$ cat src/rtl/boot_mem.sv
// Boot memory: reset-loaded read-only boot image in low words, writable scratch RAM above it,
// with registered reads, sticky write-lock, write-error pulse and a word-per-cycle clear engine.
module boot_mem #(
  parameter int unsigned DATA_W    = 16,
  parameter int unsigned ADDR_W    = 4,
  parameter int unsigned ROM_WORDS = 7,
  parameter logic [ROM_WORDS*DATA_W-1:0] INIT_IMAGE = {16'h4000, 16'h3007, 16'hF400, 16'h1007,
                                                      16'hF800, 16'h4000, 16'hF200}
) (
  input  logic              romclk,
  input  logic              rst,
  input  logic              cs,
  input  logic              we,
  input  logic [ADDR_W-1:0] addr,
  input  logic [DATA_W-1:0] din,
  output logic [DATA_W-1:0] dout,
  output logic              rvalid,
  output logic              ready,
  input  logic              clr_req,
  output logic              busy,
  input  logic              lock,
  output logic              locked,
  output logic              werr
);

  localparam int unsigned Depth = 2 ** ADDR_W;
  localparam int unsigned ImgW  = Depth * DATA_W;
  // Image zero-extended to the full array, so RAM words reset to zero by the same loop.
  localparam logic [ImgW-1:0]   ImagePad = ImgW'(INIT_IMAGE);
  localparam logic [ADDR_W:0]   RomEnd   = (ADDR_W + 1)'(ROM_WORDS);
  localparam logic [ADDR_W:0]   LastPtr  = (ADDR_W + 1)'(Depth - 1);
  localparam bit                HasRam   = (ROM_WORDS < Depth);

  typedef enum logic [0:0] {StIdle, StClear} state_e;

  logic [DATA_W-1:0] mem_q [Depth];
  state_e            state_q, state_d;
  logic [ADDR_W:0]   ptr_q, ptr_d;
  logic [DATA_W-1:0] dout_q, dout_d;
  logic              rvalid_q, rvalid_d;
  logic              locked_q, locked_d;
  logic              werr_q, werr_d;

  logic acc, rd_acc, wr_acc, rom_hit, wr_en, wr_rej, clr_en, clr_rej;

  assign busy    = (state_q == StClear);
  assign ready   = ~busy;
  assign acc     = cs & ready;
  assign rd_acc  = acc & ~we;
  assign wr_acc  = acc & we;
  assign rom_hit = ({1'b0, addr} < RomEnd);
  assign wr_en   = wr_acc & ~rom_hit & ~locked_q;
  assign wr_rej  = wr_acc & (rom_hit | locked_q);

  always_comb begin
    state_d = state_q;
    ptr_d   = ptr_q;
    clr_en  = 1'b0;
    clr_rej = 1'b0;
    unique case (state_q)
      StIdle: begin
        if (clr_req) begin
          if (locked_q) begin
            clr_rej = 1'b1;
          end else if (HasRam) begin
            state_d = StClear;
            ptr_d   = RomEnd;
          end
        end
      end
      StClear: begin
        clr_en = 1'b1;
        ptr_d  = ptr_q + 1'b1;
        if (ptr_q == LastPtr) begin
          state_d = StIdle;
        end
      end
      default: state_d = StIdle;
    endcase
  end

  always_comb begin
    dout_d   = dout_q;
    rvalid_d = rd_acc;
    locked_d = locked_q | lock;
    werr_d   = wr_rej | clr_rej;
    if (rd_acc) begin
      dout_d = mem_q[addr];
    end
  end

  always_ff @(posedge romclk or posedge rst) begin
    if (rst) begin
      state_q  <= StIdle;
      ptr_q    <= RomEnd;
      dout_q   <= '0;
      rvalid_q <= 1'b0;
      locked_q <= 1'b0;
      werr_q   <= 1'b0;
    end else begin
      state_q  <= state_d;
      ptr_q    <= ptr_d;
      dout_q   <= dout_d;
      rvalid_q <= rvalid_d;
      locked_q <= locked_d;
      werr_q   <= werr_d;
    end
  end

  // Host writes and clear writes are mutually exclusive: host access needs ready, clear needs busy.
  always_ff @(posedge romclk or posedge rst) begin
    if (rst) begin
      for (int i = 0; i < Depth; i++) begin
        mem_q[i] <= ImagePad[i*DATA_W +: DATA_W];
      end
    end else begin
      if (wr_en) begin
        mem_q[addr] <= din;
      end
      if (clr_en) begin
        mem_q[ptr_q[ADDR_W-1:0]] <= '0;
      end
    end
  end

  assign dout   = dout_q;
  assign rvalid = rvalid_q;
  assign locked = locked_q;
  assign werr   = werr_q;

endmodule
$ cat config.mk
export PLATFORM = sky130hd
export DESIGN_NAME = boot_mem
export DESIGN_NICKNAME = d
export VERILOG_FILES = /design/src/rtl/boot_mem.sv
export SDC_FILE = /design/constraint.sdc
export NUM_CORES = 1
export LEC_CHECK = 0
export CORE_MARGIN = 10
export CORE_UTILIZATION = 63
export CTS_BUF_LIST = sky130_fd_sc_hd__clkbuf_8
export DETAILED_ROUTE_END_ITERATION = 12
export GPL_ROUTABILITY_DRIVEN = 0
export PLACE_DENSITY = 0.85
export SETUP_SLACK_MARGIN = 0.5
export SLEW_MARGIN = 20
export SYNTH_ARGS = -nofsm -noshare
export SYNTH_HDL_FRONTEND = slang
export SYNTH_SLANG_ARGS = --single-unit
$ cat constraint.sdc
create_clock -name romclk -period 15.15 [get_ports romclk]
set_input_delay 4.545 -clock romclk [delete_from_list [all_inputs] [get_ports romclk]]
set_output_delay 4.545 -clock romclk [all_outputs]
set_load 0.01 [all_outputs]
==> flow_metrics.py, run 1 <==
metrics = {
    "sta": {
        "holdWs_ps": 481,
        "min_period_ps": 6910,
        "drv_slew": 0,
        "finalSetupTns_ps": 0,
        "tightest_slew_ps": 1050,
        "fin_worst_skew_ps": 16.0,
        "hold_viol_final": 0,
        "rsz0062_at_grt": "false",
        "relSlewSlack": 0.302,
        "fmax_mhz": 145,
        "final-setup-viol-count": 0,
        "fin_crit_sh": 0.456,
    },
    "critical_path": {
        "r2r_slack_ps": 12530,
        "endpoint_kind": "flop",
        "slowest_delay_ps": 900,
        "worstPathCellList": "buf_4, buf_4, and3b_1, and4b_1, mux2i_1, nor2_1",
        "cpMaxStageDelayCell": "buf_4",
        "start_kind": "input pin",
        "setup.worst_path.class": "in -> reg",
        "required_ps": 15550,
        "path_max_fanout": 58,
        "cp_data_arrival_time_ps": 7310,
        "crit_top_cell": "buf_4",
    },
    "logic_synthesis": {
        "ys.flop_type": "dfrtp_1",
        "synth_edf_count": 0,
        "synthCells": 1067,
        "yosysWarnings": 0,
        "syn_area_mm2": 0.0128,
        "ys_seq_area_frac": 0.554,
        "syn_avg_cell_area_um2": 12.0,
        "ys_types": 45,
        "synthesis.nets": 1098,
        "synthArstFlopShare": 1.00,
        "ys_ff_latch": 281,
    },
    "power": {
        "seqPwrFrac": 0.481,
        "cellPowerDensity_mw_per_mm2": 121,
        "pwr-share-clk": 0.384,
        "swShare": 0.279,
        "pwr-share-comb": 0.135,
        "power.leakage_nw": 7.27,
        "p_int_w": 0.00125,
        "switching_power_w": 0.000482,
        "max-vdd-ir-drop_v": 0.0000949,
    },
    "global_routing": {
        "grt_max_degree": 139,
        "antenna_found_initial": 0,
        "gr-total-overflow": 0,
        "grt_first_pass_wirelength_um": 47700,
        "grt_pass1_vias": 8788,
        "grt_use_total": 0.225,
    },
    "final_layout": {
        "utilization": 0.710,
        "nNetsFinal": 1127,
        "antennaDiodeCount": 0,
        "drive_gt1_frac": 0.147,
        "syn2layout_area_growth_pct": 11.8,
        "design_area_mm2": 0.0143,
    },
    "clock_tree": {
        "clock-sinks": 281,
        "tritoncts": "built",
        "clk_pin_slew_ps": 60,
        "clk_path_buf_depth": 3,
        "cts_resized": 0,
        "htreeDepth": 2,
        "cts-root-buf": "clkbuf_8",
        "cts_hold_buffers": 0,
        "cts-buffers-inserted": 45,
        "clkLatencyLatePin_ps": 560,
        "cts_setup_buffers": 0,
    },
    "outcome": {
        "status": "completed",
    },
    "floorplan": {
        "die_y_um": 162,
        "ios": 47,
        "start_util": 0.635,
        "rows": 52,
        "core-area_mm2": 0.0201,
        "die_area_mm2": 0.0264,
        "die_w_um": 162,
    },
    "detailed_routing": {
        "ant_nets": 0,
        "drt_iter0_drc": 621,
        "via_per_inst": 5.95,
        "vias": 8334,
        "wl_um": 29200,
        "remaining_drc_errors": 0,
        "avgRoutedWirePerCell_um": 20.9,
        "firstDrtPassIters": 5,
    },
    "hold_path": {
        "hp-class": "reg -> reg",
    },
    "place": {
        "io_buffers": 46,
        "dpl_cell_area_mm2": 0.0133,
        "hpwl_um": 18100,
    },
    "flow_run": {
        "maxCapViolations": 0,
    },
}
## kinds of logic (layout without fill, tap and decap cells)
family                   after synthesis  after routing  share of synthesized area
AO/OA/AOI/OAI                         74             74                     0.0375
buffers and inverters                 87            150                     0.0350
adder cells (fa/ha/maj)                5              5                    0.00490
multiplexers                         240            240                      0.220
flip-flops                           281            281                      0.554
AND/OR/NAND/NOR                      380            380                      0.149
## synth_stat cells (2+ instances only)
master    number  area share
a21o_1        16      0.0094
a21oi_1        2     0.00078
a31oi_1       17      0.0083
and2_1        49       0.024
and3b_1        2      0.0014
buf_1          2     0.00059
buf_2         23      0.0090
buf_4         18       0.011
buf_6          3      0.0026
clkbuf_1      34       0.010
dfrtp_1      252        0.49
dfstp_2       29       0.060
ha_1           5      0.0049
inv_1          4      0.0012
mux2i_1      208        0.16
mux4_1         2      0.0041
mux4_2        30       0.053
nand2_1       43       0.013
nand3_1        4      0.0016
nand3_2        2      0.0016
nand3b_1       2      0.0012
nand3b_4       2      0.0031
nand4_4        2      0.0033
nor2_1       186       0.055
nor2b_1       67       0.033
nor3_1         6      0.0024
nor3b_1        4      0.0024
o21ai_0        4      0.0016
o22ai_1       33       0.016
## final cells by class
type	count	area, um2
flip-flops and latches	281	7070
fillers	1361	5840
multi-input cells	699	5320
clock buffers	59	812
repair buffers	63	581
well taps	270	338
clock inverters	22	120
inverters	6	30.0
## metrics by stage
step	worst slack, ps	power (W)	std cells
6_report	8240	0.00173	1400
3_5_place_dp	7730	0.00108	1319
5_1_grt	8130	0.00180	1400
4_1_cts	8300	0.00174	1400
2_1_floorplan	2900	0.000961	1067
3_3_place_gp	7780	0.00106	1319
## worst paths after layout
path / cells past startpoint / endpoint / from
max: 6 / mem_q[39]$_DFF_PP0_ / addr[1]
min: 1 / mem_q[238]$_DFF_PP1_ / mem_q[238]$_DFF_PP1_
max reg2reg: 4 / mem_q[39]$_DFF_PP0_ / busy$_DFF_PP0_
min reg2reg: 1 / mem_q[238]$_DFF_PP1_ / mem_q[238]$_DFF_PP1_
max in group asynchronous: 3 / mem_q[104]$_DFF_PP0_ / rst
min in group asynchronous: 2 / ptr_q[4]$_DFFE_PP0P_ / rst
## worst max-delay path, delay by kind of cell
kind | cells | cell delay, ps
buffers and inverters | 2 | 1480
AND/OR/NAND/NOR | 3 | 910
multiplexers | 1 | 310
## flip-flops by register name (all words and copies together) (netlist names)
| name | count |
|---|---|
| locked | 1 |
| werr | 1 |
| mem_q | 256 |
| busy | 1 |
| ptr_q | 5 |
| rvalid | 1 |
| dout | 16 |
## cells in the final DEF, fill, tap and decap left out, drive strengths merged, types with 2 or more instances in the layout
cell type,count
clkbuf,59
nand3,6
and2,49
nor2b,67
clkdlybuf4s50,44
nor3b,4
nor3,6
dfrtp,252
ha,5
clkinv,6
nor2,188
and3b,2
nand3b,4
nand4,3
a31oi,17
mux2i,208
a21o,16
o21ai,4
inv,21
nand2,43
a21oi,2
o22ai,33
buf,19
mux4,32
dfstp,29
## power groups by stage
stage | clock, W | sequential [W] | combinational, W
after CTS | 0.000672 | 0.000831 | 0.000235
after detailed placement | 0 | 0.000844 | 0.000232
final | 0.000664 | 0.000833 | 0.000233
after floorplan | 0 | 0.000832 | 0.000128
after global placement | 0 | 0.000840 | 0.000225
after global routing | 0.000708 | 0.000838 | 0.000255
## per-layer routing
| layer | GRT usage | vias to the layer above | routed length [um] |
|---|---|---|---|
| met3 | 0.0415 | 66 | 1690 |
| li1 | - | 3710 | - |
| met4 | 0.0802 | 0 | 749 |
| met5 | 0 | - | 0 |
| met2 | 0.367 | 250 | 14200 |
| met1 | 0.298 | 4308 | 12600 |
Note: power is estimated with default switching activity, not from simulation.
==> run 2: changes to the inputs <==
==> constraint.sdc (replaced) <==
create_clock -name romclk -period 6.7 [get_ports romclk]
set_input_delay 2.01 -clock romclk [delete_from_list [all_inputs] [get_ports romclk]]
set_output_delay 2.01 -clock romclk [all_outputs]
set_load 0.01 [all_outputs]
==> flow_metrics.py, run 2 (synthesis results as in run 1) <==
metrics = {
    "outcome": {
        "status": "completed",
    },
    "hold_path": {
        "holdPathStages": 1,
        "worstHoldStart": "mem_q[204]$_DFF_PP1_",
        "hp-class": "reg -> reg",
        "holdPathEnd": "mem_q[204]$_DFF_PP1_",
    },
    "floorplan": {
        "core-area_mm2": 0.0201,
        "die_w_um": 162,
        "rows": 52,
        "die_area_mm2": 0.0264,
        "ios": 47,
        "start_util": 0.635,
        "die_y_um": 162,
    },
    "final_layout": {
        "largest_register_ffs": 256,
        "final.fill_count": 1371,
        "drive_gt1_frac": 0.141,
        "area.sequential_mm2": 0.00707,
        "max_flop_register": "mem_q",
        "multi_input_area_mm2": 0.00530,
        "design_area_mm2": 0.0142,
        "nNetsFinal": 1130,
        "final_common_cell": "dfrtp_1",
        "antennaDiodeCount": 0,
        "final_cell_mix": "dfrtp_1, mux2i_1, nor2_1",
        "syn2layout_area_growth_pct": 11.0,
    },
    "power": {
        "cellPowerDensity_mw_per_mm2": 267,
        "max-vdd-ir-drop_v": 0.000191,
        "power.leakage_nw": 7.24,
        "finalPower_w": 0.00378,
    },
    "critical_path": {
        "slowest_delay_ps": 700,
        "required_ps": 4690,
        "cpMaxStageDelayCell": "dfrtp_1",
        "timing.rr.start": "busy$_DFF_PP0_",
        "path_delay_family": "buffers and inverters",
        "start_kind": "flop",
        "path_buf_inv": 2,
        "path_max_fanout": 18,
        "reg2reg_to": "mem_q[42]$_DFF_PP0_",
        "ff2ff_path_depth": 4,
        "r2r_slack_ps": 4150,
        "worstPathCellList": "clkinv_1, clkdlybuf4s50_1",
        "setup.worst_path.class": "reg -> out",
        "cp_data_arrival_time_ps": 2130,
        "endpoint_kind": "output port",
    },
    "clock_tree": {
        "clock-sinks": 281,
        "tritoncts": "built",
        "clk_pin_slew_ps": 60,
        "clk_path_buf_depth": 3,
        "cts_resized": 0,
        "clkLatencyLatePin_ps": 560,
        "cts_hold_buffers": 0,
        "cts-root-buf": "clkbuf_8",
        "htreeDepth": 2,
        "cts-buffers-inserted": 45,
        "cts_setup_buffers": 0,
    },
    "sta": {
        "drv_slew": 0,
        "fmax_mhz": 241,
        "final-setup-viol-count": 0,
        "hold_viol_final": 0,
        "rsz0062_at_grt": "false",
        "fin_ws_ps": 2560,
        "fin_worst_skew_ps": 29.6,
        "fin_crit_sh": 0.618,
        "tightest_slew_ps": 1020,
        "min_period_ps": 4140,
        "relSlewSlack": 0.322,
        "finalSetupTns_ps": 0,
    },
    "global_routing": {
        "gr-total-overflow": 0,
        "antenna_found_initial": 0,
        "grt_max_degree": 174,
        "grt_pass1_vias": 8546,
        "grt_first_pass_wirelength_um": 48300,
        "grt_use_total": 0.230,
    },
    "flow_run": {
        "maxCapViolations": 0,
    },
    "detailed_routing": {
        "remaining_drc_errors": 0,
        "avgRoutedWirePerCell_um": 21.3,
        "firstDrtPassIters": 5,
        "wl_um": 29700,
        "vias": 8316,
        "via_per_inst": 5.95,
        "drt_iter0_drc": 677,
        "ant_nets": 0,
    },
    "place": {
        "pre_cts_ws_ps": 1780,
        "dpl_cell_area_mm2": 0.0133,
        "hpwl_um": 18900,
        "io_buffers": 46,
    },
}
[run 2: report_power, final]
part	switching, W	internal (W)	leakage (nW)
combinational	0.000313	0.000214	2.96
sequential	0.000102	0.00179	3.78
clock	0.000643	0.000726	0.500
total	0.00106	0.00273	7.24
[run 2: layout make-up]
cell class | instances | share of cell area
clock buffers | 51 | 0.0495
clock inverters | 24 | 0.00839
inverters | 6 | 0.00185
multi-input cells | 699 | 0.374
flip-flops and latches | 281 | 0.499
well taps | 270 | 0.0238
repair buffers | 66 | 0.0431
[run 2: metrics by stage]
step           utilization  hold WS [ps]  cells
3_5_place_dp         0.664           468   1322
5_1_grt              0.705           489   1397
3_3_place_gp         0.663           461   1322
2_1_floorplan            -           444   1067
4_1_cts              0.705           483   1397
6_report             0.705           482   1397
[run 2: metal layers]
metal / global-route usage / part of all wire
met3: 0.0374 / 0.061
met4: 0.0972 / 0.037
met2: 0.366 / 0.49
met1: 0.310 / 0.42
met5: 0 / 0
[run 2: worst max-delay path by stage]
| stage | start | to | slack [ps] | cells past startpoint |
|---|---|---|---|---|
| 2_1_floorplan | rst | busy$_DFF_PP0_ | 990 | 1 |
| 3_3_place_gp | addr[3] | mem_q[42]$_DFF_PP0_ | 1820 | 5 |
| 3_5_place_dp | addr[3] | mem_q[47]$_DFF_PP0_ | 1780 | 5 |
| 4_1_cts | addr[3] | mem_q[42]$_DFF_PP0_ | 2360 | 5 |
| 5_1_grt | busy$_DFF_PP0_ | ready | 2380 | 2 |
| 6_report | busy$_DFF_PP0_ | ready | 2560 | 2 |
[run 2: worst reg2reg max path, stage by stage, from the launching register on]
cell and delay [ps]:
dfrtp_1 590, and3b_1 550, and4b_1 940, mux2i_1 290, nor2_1 60
==> run 3: changes to the inputs <==
==> constraint.sdc (replaced) <==
create_clock -name romclk -period 3.84 [get_ports romclk]
set_input_delay 1.152 -clock romclk [delete_from_list [all_inputs] [get_ports romclk]]
set_output_delay 1.152 -clock romclk [all_outputs]
set_load 0.01 [all_outputs]
==> flow_metrics.py, run 3 (synthesis results as in run 1) <==
metrics = {
    "sta": {
        "fmax_mhz": 327,
        "fin_crit_sh": 0.797,
        "drv_slew": 0,
        "relSlewSlack": 0.261,
        "fin_worst_skew_ps": 13.1,
        "hold_viol_final": 0,
        "final-setup-viol-count": 0,
        "tightest_slew_ps": 1110,
        "rsz0062_at_grt": "false",
        "min_period_ps": 3060,
        "holdWs_ps": 482,
    },
    "global_routing": {
        "grt_pass1_vias": 8997,
        "gr-total-overflow": 0,
        "grt_first_pass_wirelength_um": 49000,
        "grt_max_degree": 82,
        "grt_use_total": 0.233,
        "antenna_found_initial": 1,
    },
    "final_layout": {
        "largest_register_ffs": 256,
        "utilization": 0.719,
        "syn2layout_area_growth_pct": 13.3,
        "final_cell_mix": "dfrtp_1, mux2i_1, nor2_1",
        "nNetsFinal": 1143,
        "drive_gt1_frac": 0.166,
        "final_common_cell": "dfrtp_1",
        "max_flop_register": "mem_q",
    },
    "critical_path": {
        "cp_data_arrival_time_ps": 1910,
        "start_kind": "flop",
        "endpoint_kind": "output port",
        "path_max_fanout": 18,
        "timing.rr.start": "ptr_q[0]$_DFFE_PP1P_",
        "reg2reg_to": "mem_q[2]$_DFF_PP0_",
        "ff2ff_path_depth": 4,
        "r2r_slack_ps": 1660,
        "setup.worst_path.class": "reg -> out",
        "required_ps": 2690,
    },
    "hold_path": {
        "holdPathEnd": "mem_q[253]$_DFF_PP1_",
        "hp-class": "reg -> reg",
        "holdPathStages": 1,
        "worstHoldStart": "mem_q[253]$_DFF_PP1_",
    },
    "detailed_routing": {
        "drt_iter0_drc": 571,
        "avgRoutedWirePerCell_um": 21.1,
        "via_per_inst": 5.94,
        "firstDrtPassIters": 5,
        "ant_nets": 0,
        "vias": 8428,
        "wl_um": 30000,
        "remaining_drc_errors": 0,
    },
    "clock_tree": {
        "clock-sinks": 281,
        "cts_hold_buffers": 0,
        "cts-root-buf": "clkbuf_8",
        "clk_pin_slew_ps": 60,
        "clkLatencyLatePin_ps": 550,
        "clk_path_buf_depth": 3,
        "htreeDepth": 2,
        "tritoncts": "built",
        "cts-buffers-inserted": 45,
    },
    "floorplan": {
        "ios": 47,
        "die_area_mm2": 0.0264,
        "die_w_um": 162,
        "core-area_mm2": 0.0201,
        "die_y_um": 162,
        "start_util": 0.635,
        "rows": 52,
    },
    "outcome": {
        "status": "completed",
    },
    "power": {
        "power.leakage_nw": 7.36,
        "cellPowerDensity_mw_per_mm2": 470,
        "max-vdd-ir-drop_v": 0.000389,
    },
    "flow_run": {
        "maxCapViolations": 0,
    },
    "place": {
        "io_buffers": 46,
        "hpwl_um": 18800,
    },
}
run 3: changes by cell type in the layout (fill, tap and decap cells not counted), sizes merged, moves of 8 or more:
cell and change:
clkbuf +8, inv -9, buf +12, clkinv +9
run 3: critical path, cell delays in order (launching register included):
cell,delay (ps)
dfrtp_2,550
clkinv_1,270
clkdlybuf4s50_1,540
run 3: where the power goes:
group	internal, W	switching (W)	leakage (nW)	total (W)
Combinational	0.000390	0.000559	3.06	0.000949
Sequential	0.00312	0.000170	3.78	0.00329
Clock	0.00138	0.00118	0.531	0.00256
run 3: worst max path at each step:
stage                          end  slack, ps           start  cells past startpoint
2_1_floorplan       busy$_DFF_PP0_      -1010             rst                      1
3_3_place_gp   mem_q[57]$_DFF_PP0_        650              we                      5
3_5_place_dp   mem_q[56]$_DFF_PP0_        570              we                      5
4_1_cts                      ready        750  busy$_DFF_PP0_                      2
5_1_grt                      ready        700  busy$_DFF_PP0_                      2
6_report                     ready        780  busy$_DFF_PP0_                      2
run 3: area by class of cell:
class,instances,area [um2]
diodes,1,2.50
clock buffers,59,812
clock inverters,24,108
fillers,1342,5640
inverters,6,26.3
multi-input cells,699,5310
flip-flops and latches,281,7070
well taps,270,338
repair buffers,79,801
run 3: routing by layer:
layer	global-route usage	share of wire	routed length [um]
met5	0	0	0
met4	0.101	0.030	913
met3	0.0412	0.066	1970
met2	0.362	0.47	14100
met1	0.319	0.43	13000
run 3: timing repair:
item | CTS | global route
gates resized for setup | 1 | 0
setup endpoints to repair | 1 | 0
setup buffers | 0 | 0
run 3: metrics by stage:
step | setup TNS (ps) | instance area (um2) | cells | setup slack, ps | total power [W]
floorplan | -255130 | 12800 | 1067 | -1010 | 0.00379
global placement | 0 | 13500 | 1335 | 645 | 0.00424
detailed placement | 0 | 13500 | 1335 | 568 | 0.00427
CTS | 0 | 14500 | 1418 | 746 | 0.00684
global route | 0 | 14500 | 1419 | 696 | 0.00708
finish | 0 | 14500 | 1419 | 778 | 0.00679
